**config.mk**
```make
export PLATFORM = sky130hd
export DESIGN_NAME = cdb_arbiter_flat
export DESIGN_NICKNAME = d
export VERILOG_FILES = /design/src/rtl/cdb_arbiter_if.sv /design/src/rtl/cdb_arbiter.sv /design/src/flat_wrapper.sv
export SDC_FILE = /design/constraint.sdc
export NUM_CORES = 1
export LEC_CHECK = 0
export ABC_AREA = 1
export CELL_PAD_IN_SITES_DETAIL_PLACEMENT = 0
export CELL_PAD_IN_SITES_GLOBAL_PLACEMENT = 1
export CORE_ASPECT_RATIO = 0.9
export CORE_UTILIZATION = 33
export DETAILED_ROUTE_END_ITERATION = 10
export MAX_ROUTING_LAYER = met4
export PLACE_DENSITY = 0.77
export SETUP_SLACK_MARGIN = 0.02
export SYNTH_ARGS = -nofsm -noshare
export SYNTH_HDL_FRONTEND = slang
export SYNTH_SLANG_ARGS = --single-unit
export TNS_END_PERCENT = 50
```
**constraint.sdc**
```tcl
create_clock -name clk -period 3.7 [get_ports clk]
set_clock_uncertainty 0.1 [all_clocks]
set_input_delay 0.37 -clock clk [delete_from_list [all_inputs] [get_ports clk]]
set_output_delay 0.37 -clock clk [all_outputs]
set_load 0.01 [all_outputs]
```
**src/rtl/cdb_arbiter_if.sv**
```systemverilog
//------------------------------------------------------------------------------
// cdb_arbiter_if : FU result handshake and common data bus broadcast signals
// Revision 1.0
//------------------------------------------------------------------------------
`default_nettype none

interface cdb_arbiter_if #(
  parameter int NUM_FU     = 5,
  parameter int DATA_WIDTH = 6,
  parameter int ROB_DEPTH  = 16,
  parameter int XLEN       = 32
);
  localparam int ROB_W = $clog2(ROB_DEPTH);
  localparam int ID_W  = $clog2(NUM_FU);

  logic                                jump_commit;
  logic [NUM_FU-1:0]                   fu_valid;
  logic [NUM_FU-1:0][DATA_WIDTH-1:0]   fu_pd;
  logic [NUM_FU-1:0]                   fu_regf_we;
  logic [NUM_FU-1:0][ROB_W-1:0]        fu_rob_idx;
  logic [NUM_FU-1:0][XLEN-1:0]         fu_data;
  logic [NUM_FU-1:0]                   fu_ready;
  logic                                cdb_valid;
  logic [DATA_WIDTH-1:0]               cdb_pd;
  logic                                cdb_regf_we;
  logic [ROB_W-1:0]                    cdb_rob_idx;
  logic [XLEN-1:0]                     cdb_data;
  logic [ID_W-1:0]                     cdb_grant_id;
  logic                                wakeup;
  logic [DATA_WIDTH-1:0]               pd_broadcast;
  logic [31:0]                         conflict_count;

  modport master (
    output jump_commit, fu_valid, fu_pd, fu_regf_we, fu_rob_idx, fu_data,
    input  fu_ready, cdb_valid, cdb_pd, cdb_regf_we, cdb_rob_idx, cdb_data,
           cdb_grant_id, wakeup, pd_broadcast, conflict_count
  );

  modport slave (
    input  jump_commit, fu_valid, fu_pd, fu_regf_we, fu_rob_idx, fu_data,
    output fu_ready, cdb_valid, cdb_pd, cdb_regf_we, cdb_rob_idx, cdb_data,
           cdb_grant_id, wakeup, pd_broadcast, conflict_count
  );
endinterface

`default_nettype wire

```
**src/rtl/cdb_arbiter.sv**
```systemverilog
//------------------------------------------------------------------------------
// cdb_arbiter : one-entry result buffers per FU, round-robin grant onto the CDB
// Revision 1.0
//------------------------------------------------------------------------------
`default_nettype none

module cdb_arbiter #(
  parameter int NUM_FU     = 5,
  parameter int DATA_WIDTH = 6,
  parameter int ROB_DEPTH  = 16,
  parameter int XLEN       = 32
) (
  input  logic         clk,
  input  logic         rst,
  cdb_arbiter_if.slave bus
);
  localparam int ROB_W = $clog2(ROB_DEPTH);
  localparam int ID_W  = $clog2(NUM_FU);
  localparam logic [ID_W:0] NUM_FU_W = (ID_W+1)'(NUM_FU);

  logic [NUM_FU-1:0]                 hold_valid_q, hold_valid_d;
  logic [NUM_FU-1:0][DATA_WIDTH-1:0] hold_pd_q, hold_pd_d;
  logic [NUM_FU-1:0]                 hold_we_q, hold_we_d;
  logic [NUM_FU-1:0][ROB_W-1:0]      hold_rob_q, hold_rob_d;
  logic [NUM_FU-1:0][XLEN-1:0]       hold_data_q, hold_data_d;
  logic [ID_W-1:0]                   rr_ptr_q, rr_ptr_d;
  logic [31:0]                       conflict_count_q, conflict_count_d;

  logic              any_valid;
  logic              grant;
  logic [ID_W-1:0]   winner;
  logic [ID_W:0]     cand;
  logic [ID_W:0]     hv_count;
  logic [NUM_FU-1:0] ready;

  // Search starts at rr_ptr and wraps; only registered entries compete.
  always_comb begin
    any_valid = 1'b0;
    winner    = '0;
    cand      = '0;
    for (int k = 0; k < NUM_FU; k++) begin
      cand = {1'b0, rr_ptr_q} + (ID_W+1)'(k);
      if (cand >= NUM_FU_W) cand = cand - NUM_FU_W;
      if (!any_valid && hold_valid_q[cand[ID_W-1:0]]) begin
        any_valid = 1'b1;
        winner    = cand[ID_W-1:0];
      end
    end
  end

  assign grant = any_valid & ~bus.jump_commit;

  always_comb begin
    hv_count = '0;
    for (int i = 0; i < NUM_FU; i++) hv_count = hv_count + (ID_W+1)'(hold_valid_q[i]);
  end

  always_comb begin
    hold_valid_d     = hold_valid_q;
    hold_pd_d        = hold_pd_q;
    hold_we_d        = hold_we_q;
    hold_rob_d       = hold_rob_q;
    hold_data_d      = hold_data_q;
    rr_ptr_d         = rr_ptr_q;
    conflict_count_d = conflict_count_q;
    ready            = '0;
    for (int i = 0; i < NUM_FU; i++) begin
      ready[i] = rst & ~bus.jump_commit &
                 (~hold_valid_q[i] | (grant && (winner == ID_W'(i))));
    end
    if (bus.jump_commit) begin
      hold_valid_d = '0;
    end else begin
      if (grant) begin
        hold_valid_d[winner] = 1'b0;
        rr_ptr_d = (winner == ID_W'(NUM_FU - 1)) ? '0 : winner + ID_W'(1);
      end
      // A same-cycle accept overrides the grant clear, so the entry refills without a bubble.
      for (int i = 0; i < NUM_FU; i++) begin
        if (bus.fu_valid[i] && ready[i]) begin
          hold_valid_d[i] = 1'b1;
          hold_pd_d[i]    = bus.fu_pd[i];
          hold_we_d[i]    = bus.fu_regf_we[i];
          hold_rob_d[i]   = bus.fu_rob_idx[i];
          hold_data_d[i]  = bus.fu_data[i];
        end
      end
      if ((hv_count > (ID_W+1)'(1)) && (conflict_count_q != 32'hFFFF_FFFF))
        conflict_count_d = conflict_count_q + 32'd1;
    end
  end

  always_ff @(posedge clk or negedge rst) begin
    if (!rst) begin
      hold_valid_q     <= '0;
      hold_pd_q        <= '0;
      hold_we_q        <= '0;
      hold_rob_q       <= '0;
      hold_data_q      <= '0;
      rr_ptr_q         <= '0;
      conflict_count_q <= '0;
    end else begin
      hold_valid_q     <= hold_valid_d;
      hold_pd_q        <= hold_pd_d;
      hold_we_q        <= hold_we_d;
      hold_rob_q       <= hold_rob_d;
      hold_data_q      <= hold_data_d;
      rr_ptr_q         <= rr_ptr_d;
      conflict_count_q <= conflict_count_d;
    end
  end

  assign bus.fu_ready       = ready;
  assign bus.cdb_valid      = grant;
  assign bus.cdb_pd         = grant ? hold_pd_q[winner]   : '0;
  assign bus.cdb_regf_we    = grant ? hold_we_q[winner]   : 1'b0;
  assign bus.cdb_rob_idx    = grant ? hold_rob_q[winner]  : '0;
  assign bus.cdb_data       = grant ? hold_data_q[winner] : '0;
  assign bus.cdb_grant_id   = grant ? winner : '0;
  assign bus.wakeup         = grant & hold_we_q[winner] & (hold_pd_q[winner] != '0);
  assign bus.pd_broadcast   = bus.cdb_pd;
  assign bus.conflict_count = conflict_count_q;
endmodule

`default_nettype wire
```
**src/flat_wrapper.sv**
```systemverilog
// flat-port wrapper written by rule: the top's interface ports become plain ports
module cdb_arbiter_flat 
#(
  parameter int NUM_FU     = 5,
  parameter int DATA_WIDTH = 6,
  parameter int ROB_DEPTH  = 16,
  parameter int XLEN       = 32
)
  (clk, rst, bus_jump_commit, bus_fu_valid, bus_fu_pd, bus_fu_regf_we, bus_fu_rob_idx, bus_fu_data, bus_fu_ready, bus_cdb_valid, bus_cdb_pd, bus_cdb_regf_we, bus_cdb_rob_idx, bus_cdb_data, bus_cdb_grant_id, bus_wakeup, bus_pd_broadcast, bus_conflict_count);
  cdb_arbiter_if #(.NUM_FU(NUM_FU), .DATA_WIDTH(DATA_WIDTH), .ROB_DEPTH(ROB_DEPTH), .XLEN(XLEN)) bus_i ();
  input  logic clk;
  input  logic rst;
  input wire logic [$bits(bus_i.jump_commit)-1:0] bus_jump_commit;
  input wire logic [$bits(bus_i.fu_valid)-1:0] bus_fu_valid;
  input wire logic [$bits(bus_i.fu_pd)-1:0] bus_fu_pd;
  input wire logic [$bits(bus_i.fu_regf_we)-1:0] bus_fu_regf_we;
  input wire logic [$bits(bus_i.fu_rob_idx)-1:0] bus_fu_rob_idx;
  input wire logic [$bits(bus_i.fu_data)-1:0] bus_fu_data;
  output wire logic [$bits(bus_i.fu_ready)-1:0] bus_fu_ready;
  output wire logic [$bits(bus_i.cdb_valid)-1:0] bus_cdb_valid;
  output wire logic [$bits(bus_i.cdb_pd)-1:0] bus_cdb_pd;
  output wire logic [$bits(bus_i.cdb_regf_we)-1:0] bus_cdb_regf_we;
  output wire logic [$bits(bus_i.cdb_rob_idx)-1:0] bus_cdb_rob_idx;
  output wire logic [$bits(bus_i.cdb_data)-1:0] bus_cdb_data;
  output wire logic [$bits(bus_i.cdb_grant_id)-1:0] bus_cdb_grant_id;
  output wire logic [$bits(bus_i.wakeup)-1:0] bus_wakeup;
  output wire logic [$bits(bus_i.pd_broadcast)-1:0] bus_pd_broadcast;
  output wire logic [$bits(bus_i.conflict_count)-1:0] bus_conflict_count;
  assign bus_i.jump_commit = bus_jump_commit;
  assign bus_i.fu_valid = bus_fu_valid;
  assign bus_i.fu_pd = bus_fu_pd;
  assign bus_i.fu_regf_we = bus_fu_regf_we;
  assign bus_i.fu_rob_idx = bus_fu_rob_idx;
  assign bus_i.fu_data = bus_fu_data;
  assign bus_fu_ready = bus_i.fu_ready;
  assign bus_cdb_valid = bus_i.cdb_valid;
  assign bus_cdb_pd = bus_i.cdb_pd;
  assign bus_cdb_regf_we = bus_i.cdb_regf_we;
  assign bus_cdb_rob_idx = bus_i.cdb_rob_idx;
  assign bus_cdb_data = bus_i.cdb_data;
  assign bus_cdb_grant_id = bus_i.cdb_grant_id;
  assign bus_wakeup = bus_i.wakeup;
  assign bus_pd_broadcast = bus_i.pd_broadcast;
  assign bus_conflict_count = bus_i.conflict_count;
  cdb_arbiter #(.NUM_FU(NUM_FU), .DATA_WIDTH(DATA_WIDTH), .ROB_DEPTH(ROB_DEPTH), .XLEN(XLEN)) u_core (.clk(clk), .rst(rst), .bus(bus_i));
endmodule
```
==> metrics.csv, run 1 <==
metric;value;unit
outcome;finished with violations;
violations;setup timing;
fin_hold_ws;0.09457;ns
grt_max_degree;133;
port_buffers;313;
synth_compound_area_share;4.324;%
path_max_fanout;7;
syn_inst;1750;
core-area;0.03954;mm2
die_h;192.1;um
drt-pass1-iter-count;5;
initial_core_util;33.52;%
placed_cell_area;0.01785;mm2
clock_path_buffers;3;
yosys_warnings;0;
setup-violations-final;284;
cts.sinks;255;
drv_slew;0;
critPathKind;flip-flop to output port;
synth_top_family_by_area;simple AND/OR/NAND/NOR gates;
slew_headroom;17.62;%
hold_viol;0;
yosys.cell_count.top_type;nand2_1;
worstSkewPairLatency;0.57;ns
final.setup.tns;-123.63;ns
yosysTopAreaCell;dfrtp_1;
avgSynthCellArea;7.574;um2
dpl.hpwl;36.65;mm
setup_ws;-0.7975;ns
die_area;0.04097;mm2
synthArstFlopShare;100.0;%
layout_min_cycle_time;4.497;ns
ys.flop_type;dfrtp_1;
worstPathArrival;4.03;ns
setup.worst_path.end_class;output port;
gp_congestion;0.9353;
post_route_cells_drive_above_1_share;31.39;%
cts_made_buffers;30;
ys_ff_latch;255;
final_antenna_net_count;0;
synth_area;0.01325;mm2
row_count;69;
grt.total_usage;28.40;%
cp.required;3.23;ns
synth_xor_area_share;2.237;%
htreeDepth;1;
grt_pass1_vias;13870;
nNetsFinal;2494;
vias;14214;
yosysTopAreaCellShare;48.15;%
synth_fa_ha_area_share;1.492;%
start_kind;flip-flop;
tightest_slew;1.236;ns
grt_pass1_wl;84.30;mm
cap_violations;0;
io_pins;314;
cts_tree;done;
synth_common_cells;nand2_1 (787), nand3_1 (266), dfrtp_1 (255);
detail_route.vias_per_cell;5.046;
overflow;0;
die_w;213.3;um
post_drt_wl_per_cell;20.51;um
synthToLayoutAreaGrowth;71.62;%
wl;57.78;mm
synth_edf_count;0;
antenna_found_initial;6;
ys_types;40;
stdcell_count;2817;
hold_class;primary input to asynchronous set/reset pin;
final_area;0.02275;mm2
ys_seq_area_share;48.15;%
first_iter_violations;1171;
ys_top_cells_by_area;dfrtp_1 (48%), nand2_1 (22%), nand3_1 (10%);
synth_nets;1987;
clockRootBuffer;clkbuf_16;
min_period_over_period;121.6;%
drt_drc_violations_left;0;
yosys.area_share.simple;36.83;%
placedCellCount;2632;
synthMuxAreaShare;0;%
rsz0062_at_grt;true;
cts.clk_slew.worst_paths;0.06;ns
fmax;222.3;MHz
registers in the layout (all words and copies together), names as in the netlist:
register and cells:
u_core.hold_pd_q 30, u_core.bus.conflict_count 32, u_core.hold_valid_q 5, u_core.hold_we_q 5, u_core.hold_rob_q 20, u_core.hold_data_q 160, u_core.rr_ptr_q 3
final timing paths:
check,slack (ns),to,cells past startpoint,startpoint
min in group clk,0.23,u_core.hold_data_q[142],3,bus_fu_data[142]
worst min-delay path,0.09,u_core.hold_data_q[51],2,rst
worst max-delay path,-0.80,bus_cdb_data[20],25,u_core.rr_ptr_q[0]
max in group asynchronous,1.61,u_core.hold_pd_q[23],4,rst
worst min register to register,0.37,u_core.hold_data_q[27],2,u_core.hold_data_q[27]
worst max register to register,-0.57,u_core.hold_data_q[2],29,u_core.rr_ptr_q[0]
critical path: stages, from the launching register on:
cell and delay [ns]:
dfrtp_2 0.44, inv_4 0.09, ha_4 0.14, inv_2 0.04, fa_2 0.40, clkinv_4 0.13
nand2_4 0.08, nand3_4 0.09, nand3_2 0.07, nand3_2 0.08, nand2_1 0.05, nand2_1 0.07
nand2_2 0.10, nor2_4 0.17, buf_6 0.13, nand4_1 0.17, buf_4 0.21, inv_2 0.06
nor2_4 0.04, buf_6 0.12, nand2_8 0.12, buf_12 0.17, buf_4 0.13, o2111ai_4 0.11
nand2_1 0.10, buf_2 0.13
stage by stage:
stage	util [%]	setup WS (ns)
5_1_grt	57.52	-0.9412
2_1_floorplan	-	-0.004091
6_report	57.53	-0.7975
3_3_place_gp	45.15	-0.7177
3_5_place_dp	45.15	-0.7197
4_1_cts	54.56	-0.7173
layer usage:
layer  vias to the layer above  routed length [um]  track usage [%]
li1                       6644                   -                -
met3                        98                4091            5.101
met4                         0                1440            8.709
met1                      6904               25600            38.90
met5                         -                   0                -
met2                       568               26640            42.57
placed cells by master (no fill, tap or decap), types with 14 or more instances in the layout:
cell type,n
inv_1,86
buf_6,66
nand2_1,652
inv_2,16
buf_16,17
nand2_2,103
o2111ai_2,21
clkbuf_16,35
clkdlybuf4s50_1,249
buf_4,123
buf_12,57
nand3_2,56
nand4_1,18
nand3_1,205
nor2_1,29
dfrtp_1,253
nor2_4,18
buf_2,38
nand2_4,37
o2111ai_4,14
xor2_1,21
cells by family (layout without fill, tap and decap cells):
group / Yosys count / after routing
flops: 255 / 255
compound gates: 84 / 84
xor+xnor: 33 / 33
fa+ha+maj: 14 / 14
simple gates: 1156 / 1156
buf+inv: 208 / 736
other cells: 0 / 7
area by class of cell:
cell class | count | area (um2)
Sequential cell | 255 | 6384
Tap cell | 532 | 665.6
Multi-Input combinational cell | 1287 | 7749
Clock buffer | 44 | 924.6
Fill cell | 3536 | 16790
Timing Repair Buffer | 573 | 6399
Antenna cell | 7 | 17.52
Clock inverter | 9 | 170.2
Inverter | 110 | 437.9
timing repair:
| action | 4_1_cts | 5_1_grt |
|---|---|---|
| gates resized for setup | 579 | 239 |
| gates cloned | 27 | 4 |
| endpoints found under the hold margin | 150 | 0 |
| endpoints found under the setup margin | 292 | 296 |
| pin swaps | 116 | 125 |
| hold buffers | 1 | 0 |
| setup buffers | 74 | 42 |
Power of run 1 is left out: the tool's default activity adds up to more than one toggle a clock period on the data nets, which glitch-free logic cannot reach.
==> inputs of run 2 (changes only) <==
GPL_ROUTABILITY_DRIVEN = 0   (was unset)
==> metrics.csv, run 2 (synthesis gave the netlist of run 1 again) <==
metric;value;unit;change
r2r_slack;-0.43;ns;was -0.57 ns
drt-pass1-iter-count;5;;unchanged
path_buf_inv;8;;was 10
rsz0062_at_grt;true;;unchanged
drv_slew;0;;unchanged
grt_pass1_wl;81.10;mm;was 84.30 mm
fill_cells;3580;;was 3536
die_w;213.3;um;unchanged
cts_made_buffers;30;;unchanged
setup_ws;-0.6518;ns;was -0.7975 ns
detail_route.vias_per_cell;5.060;;was 5.046
drt_drc_violations_left;0;;unchanged
post_route_cells_drive_above_1_share;28.36;%;was 31.39%
outcome;finished with violations;;unchanged
crit_slowest_cell;dfrtp_1;;was dfrtp_2
multi_input_area;0.007442;mm2;was 0.007749 mm2
port_buffers;313;;unchanged
worstSkewPairLatency;0.59;ns;was 0.57 ns
core-area;0.03954;mm2;unchanged
htreeDepth;1;;unchanged
worstPathArrival;3.88;ns;was 4.03 ns
clock_path_buffers;3;;unchanged
setup-violations-final;286;;was 284
setup.worst_path.end_class;output port;;unchanged
fmax;229.8;MHz;was 222.3 MHz
layout_min_cycle_time;4.352;ns;was 4.497 ns
grt.total_usage;27.00;%;was 28.40%
violations;setup timing;;unchanged
hold_viol;0;;unchanged
io_pins;314;;unchanged
die_h;192.1;um;unchanged
antenna_found_initial;3;;was 6
critPathKind;flip-flop to output port;;unchanged
min_period_over_period;117.6;%;was 121.6%
first_iter_violations;880;;was 1171
cts.sinks;255;;unchanged
final_common_cell;nand2_1;;unchanged
path_common_cell;buf_6;;was nand2_1
critPathMaxStageDelay;0.43;ns;was 0.44 ns
hold_class;primary input to asynchronous set/reset pin;;unchanged
mostFrequentLayoutCells;nand2_1 (694), dfrtp_1 (254), clkdlybuf4s50_1 (249);;was nand2_1 (652), dfrtp_1 (253), clkdlybuf4s50_1 (249)
synthToLayoutAreaGrowth;65.76;%;was 71.62%
initial_core_util;33.52;%;unchanged
grt_max_degree;126;;was 133
cts.clk_slew.worst_paths;0.06;ns;about the same
final_antenna_net_count;0;;unchanged
crit_family;simple AND/OR/NAND/NOR gates;;was buffers and inverters
cap_violations;0;;unchanged
path_max_fanout;6;;was 7
placed_cell_area;0.01785;mm2;about the same
grt_pass1_vias;13642;;was 13870
nNetsFinal;2473;;was 2494
post_drt_wl_per_cell;20.33;um;was 20.51 um
regArea;0.006382;mm2;was 0.006384 mm2
slew_headroom;29.45;%;was 17.62%
start_kind;flip-flop;;unchanged
cp.required;3.23;ns;about the same
wl;56.80;mm;was 57.78 mm
largest_reg_flops;160;;unchanged
vias;14139;;was 14214
regMostFlops;u_core.hold_data_q;;unchanged
final_area;0.02197;mm2;was 0.02275 mm2
die_area;0.04097;mm2;unchanged
overflow;0;;unchanged
tightest_slew;1.058;ns;was 1.236 ns
critical_path.cell_chain;inv_2 -> buf_6 -> ha_4 -> nand2_4 -> nand4_1 -> buf_4 -> nand3_2 -> nand3_2 -> nand3_2 -> nand2_4 -> nand3_4 -> nor2_4 -> buf_6 -> nand4_4 -> nand3_4 -> buf_12 -> nand2_8 -> buf_6 -> o2111ai_4 -> nand2_2 -> buf_4 -> buf_6;;
dpl.hpwl;36.15;mm;was 36.65 mm
clockRootBuffer;clkbuf_16;;unchanged
cts_tree;done;;unchanged
row_count;69;;unchanged
==> run 2: metal layers <==
metal	GRT usage [%]	up-vias	wire (um)
met5	-	-	0
met4	7.995	0	1780
met3	5.118	108	4672
met2	40.55	559	25570
met1	36.83	6890	24780
li1	-	6582	-
==> run 2: worst paths after layout <==
kind,cells past startpoint,start,end
min in group clk,3,bus_fu_data[143],u_core.hold_data_q[143]
min,2,rst,u_core.hold_data_q[144]
max,22,u_core.rr_ptr_q[1],bus_cdb_regf_we
min reg2reg,2,u_core.hold_data_q[28],u_core.hold_data_q[28]
max in group asynchronous,3,rst,u_core.hold_pd_q[24]
max reg2reg,28,u_core.rr_ptr_q[1],u_core.hold_data_q[105]
==> run 2: metrics by stage <==
step	setup TNS [ns]	hold WS, ns	utilization [%]	std cells	setup WS [ns]
5_1_grt	-139.39	0.1491	55.56	2794	-0.8280
6_report	-89.27	0.1488	55.56	2794	-0.6518
2_1_floorplan	-0.004091	-0.02559	-	1750	-0.004091
4_1_cts	-54.78	0.1277	53.10	2766	-0.6478
3_5_place_dp	-94.80	0.1640	45.15	2635	-0.6003
3_3_place_gp	-88.29	0.1563	45.15	2635	-0.5601
==> run 2: layout make-up <==
class / instances / share of cell area [%]
multi-input cells: 1287 / 33.87
inverters: 110 / 1.993
clock buffers: 46 / 4.055
flip-flops and latches: 255 / 29.05
diodes: 2 / 0.02278
clock inverters: 10 / 0.7461
repair buffers: 552 / 27.23
well taps: 532 / 3.030
==> run 2: timing repair <==
action | in CTS | in global routing
setup endpoints to repair | 280 | 293
gates cloned | 20 | 9
hold buffers | 1 | 0
setup buffers | 56 | 21
pin swaps | 83 | 88
resized for setup | 495 | 188
hold endpoints to repair | 30 | 0
==> run 2: worst register-to-register path, delay by kind of cell, from the launching register on <==
family | cells | cell delay (ns)
flops | 1 | 0.43
simple gates | 14 | 1.46
fa+ha+maj | 2 | 0.29
compound gates | 1 | 0.22
buf+inv | 11 | 1.52
Power of run 2 is left out for the same reason.
